===== src/rtl/mlp_pkg.sv =====
// Shared widths, neuron sequencer state encoding and a width-parameterised saturating adder
// for the MLP datapath.
package mlp_pkg;

    localparam int DATA_W = 8;
    localparam int PROD_W = 16;

    typedef enum logic [2:0] {
        S_IN   = 3'd0,
        S_MUL  = 3'd1,
        S_ACC  = 3'd2,
        S_BIAS = 3'd3,
        S_OUT  = 3'd4
    } state_t;

    // Adds two unsigned operands and clamps at 2^w-1; valid for w up to 32.
    function automatic logic [31:0] sat_add(input logic [31:0] a,
                                            input logic [31:0] b,
                                            input int unsigned w);
        logic [32:0] sum;
        logic [32:0] max_val;
        sum     = {1'b0, a} + {1'b0, b};
        max_val = (33'd1 << w) - 33'd1;
        return (sum > max_val) ? max_val[31:0] : sum[31:0];
    endfunction

endpackage


===== src/rtl/shift_add_mult8.sv =====
// 8x8 unsigned shift-add multiplier with a fixed 8-cycle latency after start.
// done is high during the last processing cycle; product is final one edge later.
module shift_add_mult8
    import mlp_pkg::*;
(
    input  logic                clk,
    input  logic                rst_n,
    input  logic                start,
    input  logic [DATA_W-1:0]   a,
    input  logic [DATA_W-1:0]   b,
    output logic [PROD_W-1:0]   product,
    output logic                done
);

    logic [PROD_W-1:0] a_sh;
    logic [DATA_W-1:0] b_sh;
    logic [2:0]        bit_cnt;
    logic              running;

    assign done = running && (bit_cnt == 3'd7);

    always_ff @(posedge clk or negedge rst_n) begin
        if (!rst_n) begin
            a_sh    <= '0;
            b_sh    <= '0;
            product <= '0;
            bit_cnt <= '0;
            running <= 1'b0;
        end else if (start) begin
            a_sh    <= {{(PROD_W-DATA_W){1'b0}}, a};
            b_sh    <= b;
            product <= '0;
            bit_cnt <= '0;
            running <= 1'b1;
        end else if (running) begin
            if (b_sh[0])
                product <= product + a_sh;
            a_sh    <= a_sh << 1;
            b_sh    <= b_sh >> 1;
            bit_cnt <= bit_cnt + 3'd1;
            if (bit_cnt == 3'd7)
                running <= 1'b0;
        end
    end

endmodule


===== src/rtl/neuron_mac_seq.sv =====
// Neuron MAC sequencer: accumulates N_INPUTS products, adds bias, scales and saturates.
// Optional macro NEURON_ROUND_EN selects round-half-up scaling instead of truncation.
//
// state  | meaning
// S_IN   | waiting for next (x, w) pair, in_ready high
// S_MUL  | 8-cycle shift-add multiply in progress
// S_ACC  | add product into accumulator, advance pair count
// S_BIAS | add bias, register scaled output
// S_OUT  | result valid, waiting for out_ready
module neuron_mac_seq
    import mlp_pkg::*;
#(
    parameter int N_INPUTS  = 4,
    parameter int ACC_W     = 20,
    parameter int OUT_SHIFT = 4
) (
    input  logic                clk,
    input  logic                rst_n,
    input  logic                flush,
    input  logic                in_valid,
    output logic                in_ready,
    input  logic [7:0]          in_x,
    input  logic [7:0]          in_w,
    input  logic [15:0]         bias,
    output logic                out_valid,
    input  logic                out_ready,
    output logic [7:0]          out_y,
    output logic [ACC_W-1:0]    out_acc,
    output logic                busy
);

    localparam int CNT_W = (N_INPUTS > 1) ? $clog2(N_INPUTS) : 1;
    localparam int SC_W  = ACC_W + 1;
    localparam logic [CNT_W-1:0] LAST_PAIR = CNT_W'(N_INPUTS - 1);

    state_t              state;
    logic [CNT_W-1:0]    pair_cnt;
    logic [ACC_W-1:0]    acc;
    logic [ACC_W-1:0]    acc_prod;
    logic [ACC_W-1:0]    acc_bias;
    logic [SC_W-1:0]     scaled;
    logic [7:0]          y_next;
    logic [PROD_W-1:0]   product;
    logic                mul_start;
    logic                mul_done;

    assign in_ready  = (state == S_IN);
    assign out_valid = (state == S_OUT);
    assign busy      = !((state == S_IN) && (pair_cnt == '0));
    // A pair arriving together with flush is dropped, so the multiplier is not started.
    assign mul_start = in_valid && in_ready && !flush;

    shift_add_mult8 u_mult (
        .clk     (clk),
        .rst_n   (rst_n),
        .start   (mul_start),
        .a       (in_x),
        .b       (in_w),
        .product (product),
        .done    (mul_done)
    );

    assign acc_prod = ACC_W'(sat_add(32'(acc), 32'(product), ACC_W));
    assign acc_bias = ACC_W'(sat_add(32'(acc), 32'(bias), ACC_W));

    always_comb begin
`ifdef NEURON_ROUND_EN
        scaled = ({1'b0, acc_bias} + SC_W'(2 ** (OUT_SHIFT - 1))) >> OUT_SHIFT;
`else
        scaled = {1'b0, acc_bias} >> OUT_SHIFT;
`endif
        y_next = (scaled > SC_W'(255)) ? 8'hFF : scaled[7:0];
    end

    always_ff @(posedge clk or negedge rst_n) begin
        if (!rst_n) begin
            state    <= S_IN;
            pair_cnt <= '0;
            acc      <= '0;
            out_y    <= '0;
            out_acc  <= '0;
        end else if (flush) begin
            state    <= S_IN;
            pair_cnt <= '0;
            acc      <= '0;
        end else begin
            case (state)
                S_IN: begin
                    if (in_valid)
                        state <= S_MUL;
                end
                S_MUL: begin
                    if (mul_done)
                        state <= S_ACC;
                end
                S_ACC: begin
                    acc <= acc_prod;
                    if (pair_cnt == LAST_PAIR) begin
                        state <= S_BIAS;
                    end else begin
                        pair_cnt <= pair_cnt + 1'b1;
                        state    <= S_IN;
                    end
                end
                S_BIAS: begin
                    acc     <= acc_bias;
                    out_acc <= acc_bias;
                    out_y   <= y_next;
                    state   <= S_OUT;
                end
                S_OUT: begin
                    if (out_ready) begin
                        state    <= S_IN;
                        pair_cnt <= '0;
                        acc      <= '0;
                    end
                end
                default: state <= S_IN;
            endcase
        end
    end

endmodule


===== config.mk =====
export PLATFORM = sky130hd
export DESIGN_NAME = neuron_mac_seq
export DESIGN_NICKNAME = d
export VERILOG_FILES = /design/src/rtl/mlp_pkg.sv /design/src/rtl/shift_add_mult8.sv /design/src/rtl/neuron_mac_seq.sv
export SDC_FILE = /design/constraint.sdc
export NUM_CORES = 1
export LEC_CHECK = 0
export BUFFER_PORTS_ARGS = -buffer_cell sky130_fd_sc_hd__buf_2
export CORE_MARGIN = 2
export CORE_UTILIZATION = 28
export CTS_CLUSTER_SIZE = 12
export DETAILED_ROUTE_END_ITERATION = 10
export PLACE_DENSITY = 0.44
export SYNTH_ARGS = -nofsm -noshare
export SYNTH_HDL_FRONTEND = slang
export SYNTH_HIERARCHICAL = 1
export SYNTH_SLANG_ARGS = --single-unit

===== constraint.sdc =====
create_clock -name clk -period 8.5 [get_ports clk]
set_input_delay 0.425 -clock clk [delete_from_list [all_inputs] [get_ports clk]]
set_output_delay 0.425 -clock clk [all_outputs]
set_load 0.05 [all_outputs]

**After elaboration in Yosys (flattened, before gate mapping)**

Cells that the tools add are included.

- Bitwise gates (word level): 1
- Order comparisons: 3
- Reduce and logical (&&, ||, !) cells: 17
- Eq/ne operators: 10
- Multiplexer cells: 28
- Add/subtract/negate cells: 5

Operator list:

| cell | number |
|---|---|
| $mux W16 | 5 |
| $mux W20 | 4 |
| $pmux W20 S3 | 1 |
| $add A20 B16 Y21 | 2 |
| $gt A21 B20 Y1 const B | 2 |
| $mux W8 | 3 |
| $mux W3 | 6 |
| $add A16 B16 Y16 | 1 |
| $gt A16 B8 Y1 const B | 1 |
| $pmux W3 S5 | 1 |
| $ne A3 B3 Y1 const B | 3 |
| $mux W2 | 4 |
| $eq A3 B2 Y1 const B | 2 |
| $eq A3 B3 Y1 const B | 2 |
| $reduce_and A2 Y1 | 3 |
| $reduce_and A3 Y1 | 2 |
| $logic_and A1 B1 Y1 | 4 |
| $pmux W2 S2 | 1 |
| $reduce_bool A2 Y1 | 2 |
| $reduce_bool A4 Y1 | 1 |
| $add A3 B1 Y3 const B | 1 |
| $eq A3 B1 Y1 const B | 1 |
| $logic_not A3 Y1 | 1 |
| $mux W1 | 3 |
| other kinds (7) | 8 |

- Input port bits: 37
- Bits in registers: 97
- Output and inout port bits: 31

**Logic depth before layout (Yosys ltp)**

- Depth after elaboration: 5
- Depth in mapped cells: 12
- Mapped depth without buffers: 11

**Modules after synthesis**

Netlist, hierarchy kept.

Modules (own cells, without submodules):

| module | times used | cells an instance | area each (µm²) | sequential area each (µm²) |
|---|---|---|---|---|
| neuron_mac_seq | 1 | 479 | 4073.9 | 1326.3 |
| shift_add_mult8 | 1 | 279 | 2616.3 | 1101.1 |

**Least setup slack after synthesis**

Ideal clock, no wire load.

- Path kind: register to register
- Start point: register state[0]
- End point: register u_mult.a_sh[1]
- Library setup time: 135 ps
- Period minus slack after synthesis: 2885 ps
- Path slack: 5615 ps
- Arrival time: 2750 ps
- Data required time: 8365 ps
- Buffers on the path: 3
- Cell stages (with the launch flop): 7
- Cells stage by stage: dfrtp_1 -> clkbuf_1 -> nor3_1 -> and3b_1 -> clkbuf_1 -> clkbuf_1 -> o21ai_0

- Word-level cells in the longest chain between the ends: 4
- Elaborated cells between the ends (all ways): 5
- Classes of those cells: 1 x mux; 4 x reduce/logical

Ends and longest elaborated chain:

| item | RTL line | RTL |
|---|---|---|
| start: declaration | neuron_mac_seq.sv:36 | `state_t state;` |
| start signal: assignment | neuron_mac_seq.sv:77 | `state <= S_IN;` |
| start signal: assignment | neuron_mac_seq.sv:83 | `state <= S_IN;` |
| start signal: assignment | neuron_mac_seq.sv:90 | `state <= S_MUL;` |
| $logic_not A3 Y1 * | neuron_mac_seq.sv:47 | `assign in_ready = (state == S_IN);` |
| net in_ready | neuron_mac_seq.sv:21 | `output logic in_ready,` |
| $logic_and A1 B1 Y1 * (2 in series) | neuron_mac_seq.sv:51 | `assign mul_start = in_valid && in_ready && !flush;` |
| net mul_start | neuron_mac_seq.sv:44 | `logic mul_start;` |
| $mux W16 / $reduce_bool A2 Y1 (equally long branches) | n/a |  |
| end signal: assignment | shift_add_mult8.sv:30 | `a_sh <= {{(PROD_W-DATA_W){1'b0}}, a};` |
| end signal: assignment | shift_add_mult8.sv:38 | `a_sh <= a_sh << 1;` |
| end: declaration | shift_add_mult8.sv:15 | `logic [PROD_W-1:0] a_sh;` |

Mark *: on every way through the listed nets, which the timed path passes. The rest lies on a longest branch.
A chain may end at the register's enable or synchronous reset.

**Worst setup path after layout**

- Start point: register acc[0]
- End point: register out_y[7]

- Word-level cells in the longest chain between the ends: 5

Ends and longest elaborated chain:

| item | RTL line | RTL |
|---|---|---|
| start: declaration | neuron_mac_seq.sv:38 | `logic [ACC_W-1:0] acc;` |
| start signal: assignment | neuron_mac_seq.sv:97 | `acc <= acc_prod;` |
| start signal: assignment | neuron_mac_seq.sv:106 | `acc <= acc_bias;` |
| $add A20 B16 Y21 * | mlp_pkg.sv:22 | `sum = {1'b0, a} + {1'b0, b};` |
| $gt A21 B20 Y1 | mlp_pkg.sv:24 | `return (sum > max_val) ? max_val[31:0] : sum[31:0];` |
| $mux W20 * | mlp_pkg.sv:24 |  |
| $gt A16 B8 Y1 | neuron_mac_seq.sv:72 | `y_next = (scaled > SC_W'(255)) ? 8'hFF : scaled[7:0];` |
| $mux W8 * | neuron_mac_seq.sv:72 |  |
| end signal: assignment | neuron_mac_seq.sv:108 | `out_y <= y_next;` |
| end: declaration | neuron_mac_seq.sv:27 | `output logic [7:0] out_y,` |

Mark *: on every way between the ends. The rest lies on a longest branch, timed or not.

==> tab_implementation.tex <==
\begin{tabular}{lr}
\hline
Metric & Value \\
\hline
\multicolumn{2}{l}{\textbf{Floorplan}} \\
\quad Number of ports placed on the die boundary & 68 \\
\quad Die Outline Area & between 20000 and 30000 µm² \\
\quad Die Width & approximately 160 µm \\
\quad DIE HEIGHT & between 150 and 200 µm \\
\quad Core area & approximately 23000 µm² \\
\quad Initial Util & 28.50\% \\
\quad Row Count & 56 \\
\multicolumn{2}{l}{\textbf{Drt}} \\
\quad DR vias & between 5000 and 6000 \\
\quad Mean routed wirelength per cell & between 15 and 20 µm \\
\quad Detail-routed via count per cell & 4.967 \\
\quad DRT antenna net count & 0 \\
\quad Drt drc & 0 \\
\quad Wire length reported by the detailed router & $\sim$18 mm \\
\quad First-pass iteration count of the detailed router & 4 \\
\quad Violation count after the first detailed-route iteration & $\sim$340 \\
\multicolumn{2}{l}{\textbf{Clock tree}} \\
\quad Clock tree from TritonCTS & yes \\
\quad Clock Tree Buf Depth & 2 \\
\quad Number of levels the H-tree was split into & 3 \\
\quad Number of buffers inserted to repair setup after CTS & 0 \\
\quad Total number of clock tree sinks & just under 100 \\
\quad Root Driver & sky130\_fd\_sc\_hd\_\_clkbuf\_16 \\
\quad Clock transition at the registers of the reported paths & 80 ps \\
\quad Clock latency on the worst-skew pair & about 360 ps \\
\quad Total clock buffers created by CTS & 9 \\
\multicolumn{2}{l}{\textbf{STA}} \\
\quad Total setup violations reported at the end of the flow & 0 \\
\quad Slew Viols, Final & 0 \\
\quad Final setup TNS & 0 ps \\
\quad Clock period minus final worst setup slack & around 3400 ps \\
\quad Fin crit share & roughly 40\% \\
\quad Post-route setup slack & approximately 5100 ps \\
\quad Top achievable clock speed & 296.9 MHz \\
\quad Transition time at the pin with the least slew margin & 989.7 ps \\
\quad Max\_slew headroom & $\sim$34\% \\
\quad Final Hold Vio Count & 0 \\
\quad Unrepaired setup endpoints after global routing & no \\
\quad Clock skew after layout & 11.00 ps \\
\multicolumn{2}{l}{\textbf{Finish}} \\
\quad Fin nets & 904 \\
\quad Total of fill cells in the finished design & approximately 2500 \\
\quad Fraction of layout instances using a drive strength above 1 & between 10\% and 20\% \\
\quad Antenna fix cells & 0 \\
\quad Combined flip-flop and latch cell area & between 2000 and 2500 µm² \\
\quad Count of placed standard cells in the final layout, fillers left out & approximately 1100 \\
\quad Total non-filler cell area in the finished layout & roughly 7700 µm² \\
\quad Area overhead of the layout relative to synthesis & 14.59\% \\
\quad Commonest non-fill, non-tap cell in the layout & sky130\_fd\_sc\_hd\_\_nand2\_1 \\
\quad Area of the multi-input gates & 4051 µm² \\
\quad Most used cells in the layout excluding fill and tap cells & sky130\_fd\_sc\_hd\_\_nand2\_1 (98), sky130\_fd\_sc\_hd\_\_dfrtp\_1 (97), sky130\_fd\_sc\_hd\_\_nor2\_1 (74) \\
\multicolumn{2}{l}{\textbf{Setup path}} \\
\quad Crit path launch type & flip-flop \\
\quad Endpoint of the most critical register-to-register path & out\_y[7] \\
\quad Sum of buffers and inverters on the critical path & 1 \\
\quad Critical path capture point type & flip-flop \\
\quad Required time of the critical path & between 8000 and 9000 ps \\
\quad Beginning of the worst register-to-register path & acc[0] \\
\quad Crit Path Max Fanout & 8 \\
\quad Critical Path Max Stage Delay & 490 ps \\
\quad CP top delay family & compound AO/OA/AOI/OAI gates \\
\quad Start-to-end type of the worst setup path & flip-flop to flip-flop \\
\quad Critical-path cell with the highest stage delay & sky130\_fd\_sc\_hd\_\_a2111oi\_2 \\
\quad Worst path arrival time & 3570 ps \\
\quad Worst reg-to-reg setup slack & 5130 ps \\
\quad Sequence of cells on the critical path & ha\_1 -> inv\_1 -> fa\_1 -> nand2b\_1 -> a21oi\_2 -> o211ai\_1 -> o2bb2ai\_1 -> a2111oi\_2 -> nand4b\_1 -> nor4\_4 -> a21oi\_1 \\
\quad Worst Reg-to-Reg Cells & 11 \\
\quad Worst setup path startpoint & acc[0] \\
\multicolumn{2}{l}{\textbf{Logic synthesis}} \\
\quad Number of instances in the synthesized netlist & 758 \\
\quad Synthesized Nets & 849 \\
\quad Cell variety after synth & 76 \\
\quad Number of enable flip-flop cells after synthesis & 0 \\
\quad Share of synthesized area occupied by flip-flops and latches & between 30\% and 40\% \\
\quad Post-Syn Area & about 6700 µm² \\
\quad Yosys Warn Count & 6 \\
\quad FFs w/ async S/R, synth & 100.0\% \\
\quad \#FFs+latches synth & slightly below 100 \\
\quad Prevailing post-synth register cell & sky130\_fd\_sc\_hd\_\_dfrtp\_1 \\
\quad Average instance area after synthesis & just under 9 µm² \\
\multicolumn{2}{l}{\textbf{Place}} \\
\quad Setup slack after placement & 5015 ps \\
\quad Dpl cell area & between 7000 and 8000 µm² \\
\quad Placed Cells & 1120 \\
\quad Number of I/O port buffers & 67 \\
\quad GP Congestion & around 0.8 \\
\quad DP Wirelength & 13.23 mm \\
\multicolumn{2}{l}{\textbf{Min path}} \\
\quad Worst min-delay path class & primary input to flip-flop \\
\quad Hold EP & u\_mult/b\_sh[1] \\
\quad Hold depth & 3 \\
\quad Hold path startpoint & in\_w[1] \\
\multicolumn{2}{l}{\textbf{Global routing}} \\
\quad Largest net degree at the start of global routing & 72 \\
\quad Antenna violations before repair & 0 \\
\quad Number of global-route vias before repair & between 5000 and 6000 \\
\quad Global-route wire length before repair & approximately 30 mm \\
\quad Remaining global-route overflow & 0 \\
\quad Combined global-route utilization of all metal layers & around 15\% \\
\multicolumn{2}{l}{\textbf{Pwr}} \\
\quad Switching part of the total & between 30\% and 40\% \\
\quad Internal & 0.0009974 W \\
\quad Switching power of the nets & between 0.0006 and 0.0007 W \\
\quad Portion of total power attributed to combinational logic & a little over a third \\
\quad Leak pwr & around 3.7 nW \\
\quad Clock power frac & between 20\% and 30\% \\
\quad Pwr per Cell Area & 211.9 nW/µm² \\
\quad Maximum resistive drop on vdd & between 0.00009 and 0.0001 V \\
\quad Reg power frac & roughly two fifths \\
\quad PnR Total Power & between 0.0015 and 0.002 W \\
\multicolumn{2}{l}{\textbf{Run}} \\
\quad Count of maximum capacitance violations & 0 \\
\multicolumn{2}{l}{\textbf{Outcome}} \\
\quad Outcome & complete, no violations \\
\hline
\end{tabular}
==> area by class of cell <==
cell class,instances,share of cell area (%)
clock inverter,6,0.7181
sequential,97,31.66
inverter,25,1.224
tap,319,5.206
multi-input combinational,605,52.85
timing repair buffer,75,5.223
clock buffer,10,3.117
==> per-layer routing <==
metal | vias to the layer above | track usage [%] | wire length [µm]
li1 | 2918 | - | -
met3 | 14 | 2.613 | 615
met1 | 2617 | 20.50 | 8883
met2 | 98 | 23.97 | 7790
met4 | 0 | 3.561 | 228
met5 | - | 0 | 0
==> flip-flops by register name, indices dropped and copies added, names as in the netlist <==
name and count:
acc 20, out_acc 20, u_mult/a_sh 16, u_mult/product 16, out_y 8, u_mult/b_sh 8
state 3, u_mult/bit_cnt 3, pair_cnt 2, u_mult/running 1
==> cell usage after synthesis, types with 4 or more instances <==
library cell	count	area, µm²
sky130_fd_sc_hd__ha_1	51	638.1
sky130_fd_sc_hd__nand2b_1	6	37.54
sky130_fd_sc_hd__and3_1	5	31.28
sky130_fd_sc_hd__or3_1	5	31.28
sky130_fd_sc_hd__a221oi_1	7	61.31
sky130_fd_sc_hd__inv_1	24	90.09
sky130_fd_sc_hd__o221ai_1	9	78.83
sky130_fd_sc_hd__dfrtp_1	97	2427
sky130_fd_sc_hd__nand2_1	98	367.9
sky130_fd_sc_hd__a21o_1	21	157.7
sky130_fd_sc_hd__clkbuf_1	23	86.33
sky130_fd_sc_hd__o21bai_1	4	30.03
sky130_fd_sc_hd__o21a_1	9	67.56
sky130_fd_sc_hd__o21ai_0	44	220.2
sky130_fd_sc_hd__nand3_1	19	95.09
sky130_fd_sc_hd__nor3_1	19	95.09
sky130_fd_sc_hd__a211oi_1	14	105.1
sky130_fd_sc_hd__a31oi_1	20	125.1
sky130_fd_sc_hd__o22ai_1	4	25.02
sky130_fd_sc_hd__o211ai_1	8	60.06
sky130_fd_sc_hd__xor2_1	11	96.34
sky130_fd_sc_hd__mux2i_1	27	270.3
sky130_fd_sc_hd__a21oi_1	52	260.3
sky130_fd_sc_hd__nor2b_1	4	25.02
sky130_fd_sc_hd__buf_1	4	15.01
sky130_fd_sc_hd__and2_1	5	31.28
sky130_fd_sc_hd__xnor2_1	19	166.4
sky130_fd_sc_hd__nor2_1	75	281.5
==> stage by stage <==
| step | utilization, % | hold slack [ps] |
|---|---|---|
| 6_report | 32.66 | 263.5 |
| 5_1_grt | 32.66 | 261.3 |
| 4_1_cts | 32.66 | 253.4 |
| 3_3_place_gp | 31.36 | 364.0 |
| 2_1_floorplan | - | 129.4 |
| 3_5_place_dp | 31.36 | 362.3 |
==> power by group through the flow <==
stage | registers (W) | logic (W) | clock network [W]
after floorplan | 0.000634 | 0.000446 | 0
after global placement | 0.000631 | 0.000591 | 0
after detailed placement | 0.000632 | 0.000591 | 0
after CTS | 0.000623 | 0.000594 | 0.000430
after global routing | 0.000637 | 0.000672 | 0.000450
final | 0.000621 | 0.000589 | 0.000415
==> repair_timing <==
action,4_1_cts,5_1_grt
gates resized for setup,0,0
hold buffers,1,0
hold endpoints to repair,26,0
==> cell families (layout without fill, tap and decap cells) <==
family / Yosys count / in the layout / share of synthesized area, %
multiplexers: 28 / 28 / 4.264
buffers and inverters: 56 / 116 / 3.291
XOR/XNOR: 30 / 30 / 3.927
flip-flops: 97 / 97 / 36.28
AND/OR/NAND/NOR: 258 / 258 / 17.73
adder cells (fa/ha/maj): 54 / 54 / 10.44
AO/OA/AOI/OAI: 235 / 235 / 24.07
==> worst reg2reg max path: stages (launching register included) <==
cell and delay, ps:
sky130_fd_sc_hd__dfrtp_1 400, sky130_fd_sc_hd__ha_1 220, sky130_fd_sc_hd__inv_1 70, sky130_fd_sc_hd__fa_1 390
sky130_fd_sc_hd__nand2b_1 200, sky130_fd_sc_hd__a21oi_2 280, sky130_fd_sc_hd__o211ai_1 170, sky130_fd_sc_hd__o2bb2ai_1 180
sky130_fd_sc_hd__a2111oi_2 490, sky130_fd_sc_hd__nand4b_1 220, sky130_fd_sc_hd__nor4_4 460, sky130_fd_sc_hd__a21oi_1 140
==> how the worst max path moves through the flow <==
stage                                 to  cells past startpoint
after floorplan           u_mult/a_sh[1]                      6
after global placement          out_y[2]                     12
after detailed placement        out_y[7]                     12
after CTS                       out_y[7]                     11
after global routing            out_y[0]                     11
final                           out_y[7]                     11
(Power assumes the default switching activity.)
